**src/rtl/reg_dump_reader_pkg.sv**
```systemverilog
// Shared widths and FSM encodings for the register-file dump reader.
package reg_dump_reader_pkg;

  localparam int DATA_WIDTH = 32;
  localparam int ADDR_WIDTH = 5;

  typedef enum logic [1:0] {
    IDLE = 2'd0,
    READ = 2'd1,
    SEND = 2'd2,
    DONE = 2'd3
  } state_t;

endpackage

```
**src/rtl/reg_dump_reader.sv**
```systemverilog
// Streams an inclusive, wrapping register range as (addr, data) words over valid/ready.
// Latency: first word valid 1 cycle after start is accepted, then one word per 2 cycles.
// Backpressure: out_* held stable while out_ready is low.
module reg_dump_reader #(
  parameter int DATA_WIDTH = reg_dump_reader_pkg::DATA_WIDTH,
  parameter int ADDR_WIDTH = reg_dump_reader_pkg::ADDR_WIDTH
) (
  input  logic                  clk,
  input  logic                  rst,
  input  logic                  start,
  input  logic                  abort,
  input  logic [ADDR_WIDTH-1:0] first_addr,
  input  logic [ADDR_WIDTH-1:0] last_addr,
  output logic [ADDR_WIDTH-1:0] raddr,
  input  logic [DATA_WIDTH-1:0] rdata,
  output logic                  out_valid,
  input  logic                  out_ready,
  output logic [ADDR_WIDTH-1:0] out_addr,
  output logic [DATA_WIDTH-1:0] out_data,
  output logic                  busy,
  output logic                  done
);

  import reg_dump_reader_pkg::*;

  state_t                state;
  logic [ADDR_WIDTH-1:0] cur_addr;
  logic [ADDR_WIDTH-1:0] last;

  assign raddr = cur_addr;

  always_ff @(posedge clk or posedge rst) begin
    if (rst) begin
      state     <= IDLE;
      cur_addr  <= '0;
      last      <= '0;
      out_valid <= 1'b0;
      out_addr  <= '0;
      out_data  <= '0;
      busy      <= 1'b0;
      done      <= 1'b0;
    end else begin
      done <= 1'b0;
      // abort drops the dump but leaves the last word visible on out_addr/out_data
      if (abort && (state != IDLE)) begin
        state     <= IDLE;
        out_valid <= 1'b0;
        busy      <= 1'b0;
      end else begin
        case (state)
          IDLE: begin
            if (start && !abort) begin
              cur_addr <= first_addr;
              last     <= last_addr;
              busy     <= 1'b1;
              state    <= READ;
            end
          end
          READ: begin
            out_data  <= rdata;
            out_addr  <= cur_addr;
            out_valid <= 1'b1;
            state     <= SEND;
          end
          SEND: begin
            if (out_ready) begin
              out_valid <= 1'b0;
              if (cur_addr == last) begin
                done  <= 1'b1;
                state <= DONE;
              end else begin
                cur_addr <= cur_addr + ADDR_WIDTH'(1);
                state    <= READ;
              end
            end
          end
          DONE: begin
            busy  <= 1'b0;
            state <= IDLE;
          end
          default: state <= IDLE;
        endcase
      end
    end
  end

endmodule
```
**config.mk**
```make
export PLATFORM = sky130hd
export DESIGN_NAME = reg_dump_reader
export DESIGN_NICKNAME = d
export VERILOG_FILES = /design/src/rtl/reg_dump_reader_pkg.sv /design/src/rtl/reg_dump_reader.sv
export SDC_FILE = /design/constraint.sdc
export NUM_CORES = 1
export LEC_CHECK = 0
export ABC_AREA = 1
export BUFFER_PORTS_ARGS = -buffer_cell sky130_fd_sc_hd__buf_4
export CAP_MARGIN = 0
export CORE_MARGIN = 8
export CORE_UTILIZATION = 51
export CTS_CLUSTER_DIAMETER = 40
export CTS_CLUSTER_SIZE = 20
export DETAILED_ROUTE_END_ITERATION = 7
export GPL_TIMING_DRIVEN = 0
export PLACE_DENSITY = 0.9
export SLEW_MARGIN = 20
export SYNTH_ARGS = -nofsm -noshare
export SYNTH_HDL_FRONTEND = slang
export SYNTH_SLANG_ARGS = --single-unit
```
**constraint.sdc**
```tcl
create_clock -name clk -period 4.5 [get_ports clk]
set_clock_uncertainty 0.2 [all_clocks]
set_input_delay 0.45 -clock clk [delete_from_list [all_inputs] [get_ports clk]]
set_output_delay 0.45 -clock clk [all_outputs]
set_load 0.01 [all_outputs]
```
* Word level (Yosys, flattened, before mapping)
Index checks and enable logic that the tools add are counted.
** Operators by class
- Add/sub/neg operators :: 1
- Eq/ne operators :: 9
- Muxes and demuxes :: 19
- Bitwise gates (word level) :: 1
- Reductions and logical operators :: 14
** Operators by type and width (count)
- $mux W5 :: 3
- $pmux W5 S2 :: 1
- $mux W1 :: 8
- $mux W2 :: 4
- $pmux W2 S4 :: 1
- $reduce_and A2 Y1 :: 4
- $ne A2 B2 Y1 const B :: 3
- $ne A3 B3 Y1 const B :: 2
- $reduce_bool A3 Y1 :: 2
- $add A5 B1 Y5 const B :: 1
- $eq A5 B5 Y1 :: 1
- $reduce_and A5 Y1 :: 1
- $eq A2 B2 Y1 const B :: 2
- $pmux W1 S2 :: 2
- $reduce_bool A2 Y1 :: 2
- $reduce_and A3 Y1 :: 1
- $eq A2 B1 Y1 const B :: 1
- $logic_and A1 B1 Y1 :: 2
- $logic_not A2 Y1 :: 1
- $logic_not A1 Y1 :: 1
- $not A1 Y1 :: 1
** Storage, ports and cells
- Flip-flop bits (word level) :: 52
- Bits of input ports :: 47
- Output and inout port bits :: 45
- Logic and storage cells :: 52

* Logic depth before layout (Yosys ltp)
- Depth after elaboration :: 5
- Mapped depth :: 9
- Gate-level depth less buffers :: 9

* Least setup slack after synthesis
Ideal clock, no wire load.
- Kind :: input port to flip-flop
- From :: input port abort
- To :: register out_data[26]
- Setup time :: 128 ps
- Arrival :: 1140 ps
- Required time :: 4172 ps
- Setup slack :: 3033 ps
- Cell stages on the path :: 4
- Path through :: inv_2 -> nand3_2 -> buf_4 -> mux2_1
** On the way
- Cells in the longest elaborated chain, start to end :: 3
** RTL lines
- start, declared :: RTL line reg_dump_reader.sv:11 : input logic abort,
- $logic_and A1 B1 Y1 :: RTL line reg_dump_reader.sv:45 : if (abort && (state != IDLE)) begin
- $not A1 Y1 (no source line)
- $reduce_and A2 Y1 (no source line)
- end signal, assigned :: RTL line reg_dump_reader.sv:60 : out_data <= rdata;
- end, declared :: RTL line reg_dump_reader.sv:19 : output logic [DATA_WIDTH-1:0] out_data,
No other way between the ends.
A chain may end at the register's enable or synchronous reset.

* Worst setup path in the final report
- From :: register cur_addr[0] (netlist: raddr[0])
- To :: register cur_addr[1] (netlist: raddr[1])
** On the way
- Cells in the longest elaborated chain, start to end :: 4
** RTL lines
- start, declared :: RTL line reg_dump_reader.sv:27 : logic [ADDR_WIDTH-1:0] cur_addr;
- start signal, assigned :: RTL line reg_dump_reader.sv:53 : cur_addr <= first_addr;
- start signal, assigned :: RTL line reg_dump_reader.sv:72 : cur_addr <= cur_addr + ADDR_WIDTH'(1);
- $add A5 B1 Y5 :: RTL line reg_dump_reader.sv:72
- $mux W5 :: RTL line reg_dump_reader.sv:68 : if (cur_addr == last) begin
- $mux W5 :: RTL line reg_dump_reader.sv:66 : if (out_ready) begin
- $pmux W5 S2 :: RTL line reg_dump_reader.sv:50 : case (state)
Parallel ways exist; a longest one is shown, timed or not. The select of a mux whose other input is x is not followed.

==> results.txt <==
Summing all non-filler instances in the final layout gives an area of approximately 3100 um^2. The tree is rooted in a sky130_fd_sc_hd__clkbuf_8. The worst pin sits at a relative slew slack of 65.6%.

The routability-driven placement congestion ratio is 0.774. Once detail routing completed, the nets flagged for antenna violations numbered 0. The power share of the clock group is ~15%. For this run, the number of Yosys warnings is 0. The number of distinct library cells after synthesis came out at 25. The number of input and output port buffers inserted came out at 91. TritonCTS built the clock tree. Once placement finished, the instance area stood at approximately 3000 um^2. The via count normalized by instance count is 5.03. The mean area per synthesized cell came out at 11.3 um^2. In this run the vertical extent of the chip is about 82 um. The dominant register cell in the synthesized netlist is sky130_fd_sc_hd__dfrtp_1. The post-route netlist has between 50% and 60% of its cells at a drive strength greater than 1. The standard cell core area is around 4300 um^2. The total number of clock tree sinks is 52. The synthesized design spends more area on one cell type than any other, namely sky130_fd_sc_hd__dfrtp_1. The share of the core filled with cells in the final layout came out at between 70% and 80%.

After detailed routing, the average wire length per cell comes to roughly 17 um. The sequential standard cell area came out at 1300 um^2. Yosys attributes the largest share of cell area to sky130_fd_sc_hd__dfrtp_1 (58%), sky130_fd_sc_hd__mux2_2 (16%), sky130_fd_sc_hd__nand2_1 (7.4%). The startpoint kind of the worst setup timing path is a flop. The run finished with clean final reports.

The pre-antenna-repair detailed-routing pass consisted of 4 iterations. The final net count came out at around 350. The top-level port count came out at 92. STA classifies the critical path endpoint as a flop. The peak ir drop on the vdd network is between 0.2 and 0.3 mV.

The type of the setup path with the least slack is reg -> reg. The number of slew-limit violations in the final report is 0. In the final layout, the multi-input gates occupy about 860 um^2. The required time of the critical path came out at between 4 and 5 ns. By instance count, the cell type seen most on the critical path is sky130_fd_sc_hd__nand2_1. The min-delay analysis places its worst path in the category in -> reg.

The total wire length after detailed routing is about 5.9 mm. In this run, synthesis inferred 0 flip-flops with an integrated enable. After detailed routing, the number of remaining DRC violations is 0.

The worst path needs 1.65 ns of the cycle, external delays included. Summed over all cells, the static leakage comes to approximately 0.0016 uW. In this run the worst path has a maximum fanout of 8.

The number of failing setup endpoints in the final timing report came out at 0. The switching power of the nets came out at slightly above 800 uW. The global-route wire length before repair is 9.10 mm. The total of hold buffers inserted after clock tree synthesis is 1. The sequential group share of total power came out at between 30% and 40%. The via count of the first global-routing pass came out at 1807. The total vias in the final route came out at between 1500 and 2000. The final period utilization is between 30% and 40%. Setup repair after global routing left no endpoint under its margin.

The total number of placement rows is 24. The fraction of power consumed by combinational cells is 46.9%. The total internal power came out at 1440 uW.

The die covers between 6000 and 7000 um^2. From synthesis to final layout, the design area changed by 40.4%. The number of buffers added for setup after CTS came out at 0. After synthesis the netlist holds a flip-flop and latch count of between 50 and 60. The proportion of synthesized flip-flops having asynchronous set or reset is 100%. The number of nets handed over by synthesis was about 250. Global routing used 17.7% of the available tracks. The post-synthesis instance area is 2240 um^2.

On the final layout, the worst hold slack is approximately 0.16 ns. The initial standard-cell utilization of the core came out at ~52%. At the later pin of the worst-skew pair, clock insertion delay measures 0.30 ns.

The total design power is between 2000 and 2500 uW. The total power density per cell area came out at between 700 and 800 nW/um^2. The count of cells resized by post-cts repair is 0. The HPWL after detailed placement came out at 4.52 mm. The number of max-capacitance violations reported is 0. Synthesis handed over a netlist of 198 instances. After global routing the overflow that remains totals 0. The library cell used most frequently in the layout, excluding fill and tap cells, is sky130_fd_sc_hd__buf_4. The number of filler instances in the final layout is 304. In the final timing run, aggregate negative setup slack is 0 ns. In the layout the commonest cells are sky130_fd_sc_hd__buf_4 (94), sky130_fd_sc_hd__dfrtp_1 (52), sky130_fd_sc_hd__nand2_1 (44).

The switching share of power came out at between 30% and 40%. The delay of the slowest cell on the worst path is 0.51 ns. The initial antenna violation count is 0. Based on the critical path, the design can be clocked at up to ~600 MHz. The H-tree generated during clock tree synthesis spans 2 levels. The largest buffer count on any clock path came out at 2. 0 antenna diodes ended up in the layout.

The largest net degree at the start of global routing is 30. The slowest stage of the critical path is the sky130_fd_sc_hd__dfrtp_1 cell. The number of hold violations in the final report was 0. The signal on the critical path passes through nand2_1, inv_1, nor2_1, nor2_1, nand4_2, nand2_2, nand2_1, nand2_1. The clock transition time at the flip-flop clock pins of the worst setup and hold paths is about 0.090 ns. The fraction of synthesized cell area taken by the top area cell type came out at between 50 and 60%. The initial DRC count came out at 62. The chip width came out at 82.3 um. The arrival time of the worst setup path came out at about 1.7 ns.

The number of buffers inserted during clock tree synthesis is 5. After synthesis, flip-flops and latches occupy just under 60% of the total area. The slew at the pin with the worst max-slew slack came out at slightly above 0.5 ns.
power groups by stage:
stage | Combinational [uW] | Sequential, uW | Clock (uW)
global route | 1160 | 888 | 378
detailed placement | 1070 | 864 | 0
finish | 1060 | 860 | 345
floorplan | 508 | 933 | 0
CTS | 1080 | 857 | 351
global placement | 1030 | 843 | 0
logic make-up after synthesis:
| kind of cell | count (synthesis) | share of synthesized area, % |
|---|---|---|
| and+or+nand+nor | 77 | 16.5 |
| buffers and inverters | 17 | 3.41 |
| muxes | 35 | 17.6 |
| AOI/OAI and AO/OA | 15 | 3.52 |
| xor gates and xnor gates | 1 | 0.391 |
| DFF | 52 | 58.1 |
| adders and majority gates | 1 | 0.558 |
flip-flops by register name (all words and copies together), names as in the netlist:
signal	count
last	5
out_data	32
busy	1
state	2
out_addr	5
raddr	5
done	1
out_valid	1
path summary, 6_finish.rpt:
path / startpoint / endpoint / slack (ns) / cells past startpoint
setup / recovery: raddr[0]$_DFFE_PP0P_ / raddr[1]$_DFFE_PP0P_ / 2.85 / 8
hold / removal: rdata[30] / out_data[30]$_DFFE_PP0P_ / 0.16 / 2
setup reg to reg: raddr[0]$_DFFE_PP0P_ / raddr[1]$_DFFE_PP0P_ / 2.85 / 8
hold reg to reg: out_data[30]$_DFFE_PP0P_ / out_data[30]$_DFFE_PP0P_ / 0.31 / 1
max in group asynchronous: rst / last[2]$_DFFE_PP0P_ / 3.00 / 4
min in group asynchronous: rst / out_data[4]$_DFFE_PP0P_ / 0.57 / 3
area by class of cell:
type                       instances  share of cell area [%]
inverter                          13                    1.55
sequential                        52                    41.4
multi-input combinational        129                    27.4
tap                               52                    2.07
timing repair buffer              93                    22.7
clock inverter                     1                   0.955
clock buffer                       7                    3.06
buffer                             4                   0.875
per-layer routing:
layer / up-vias / wire length [um] / GRT usage (%)
met5: - / 0 / 0
li1: 858 / - / -
met3: 9 / 536 / 4.76
met2: 68 / 2980 / 29.4
met1: 832 / 2340 / 21.9
met4: 0 / 95 / 5.61
synth_stat cells (2+ instances only):
library cell,number
sky130_fd_sc_hd__a21oi_1,5
sky130_fd_sc_hd__nand2_2,3
sky130_fd_sc_hd__o21ai_0,9
sky130_fd_sc_hd__mux2_2,32
sky130_fd_sc_hd__nand2_1,44
sky130_fd_sc_hd__nand3_1,8
sky130_fd_sc_hd__inv_2,3
sky130_fd_sc_hd__buf_4,3
sky130_fd_sc_hd__nor2_1,12
sky130_fd_sc_hd__inv_1,10
sky130_fd_sc_hd__mux2_1,3
sky130_fd_sc_hd__dfrtp_1,52
sky130_fd_sc_hd__nand3_2,2
stage by stage:
stage	setup WS, ns	std cells
detailed placement	2.74	342
global placement	1.99	341
global route	2.66	351
CTS	2.85	351
floorplan	2.59	198
finish	2.85	351
critical path, delay by kind of cell (launching register included):
kind	cells	cell delay [ns]
buffers and inverters	1	0.05
and+or+nand+nor	7	0.82
DFF	1	0.51
(Power assumes the default switching activity.)
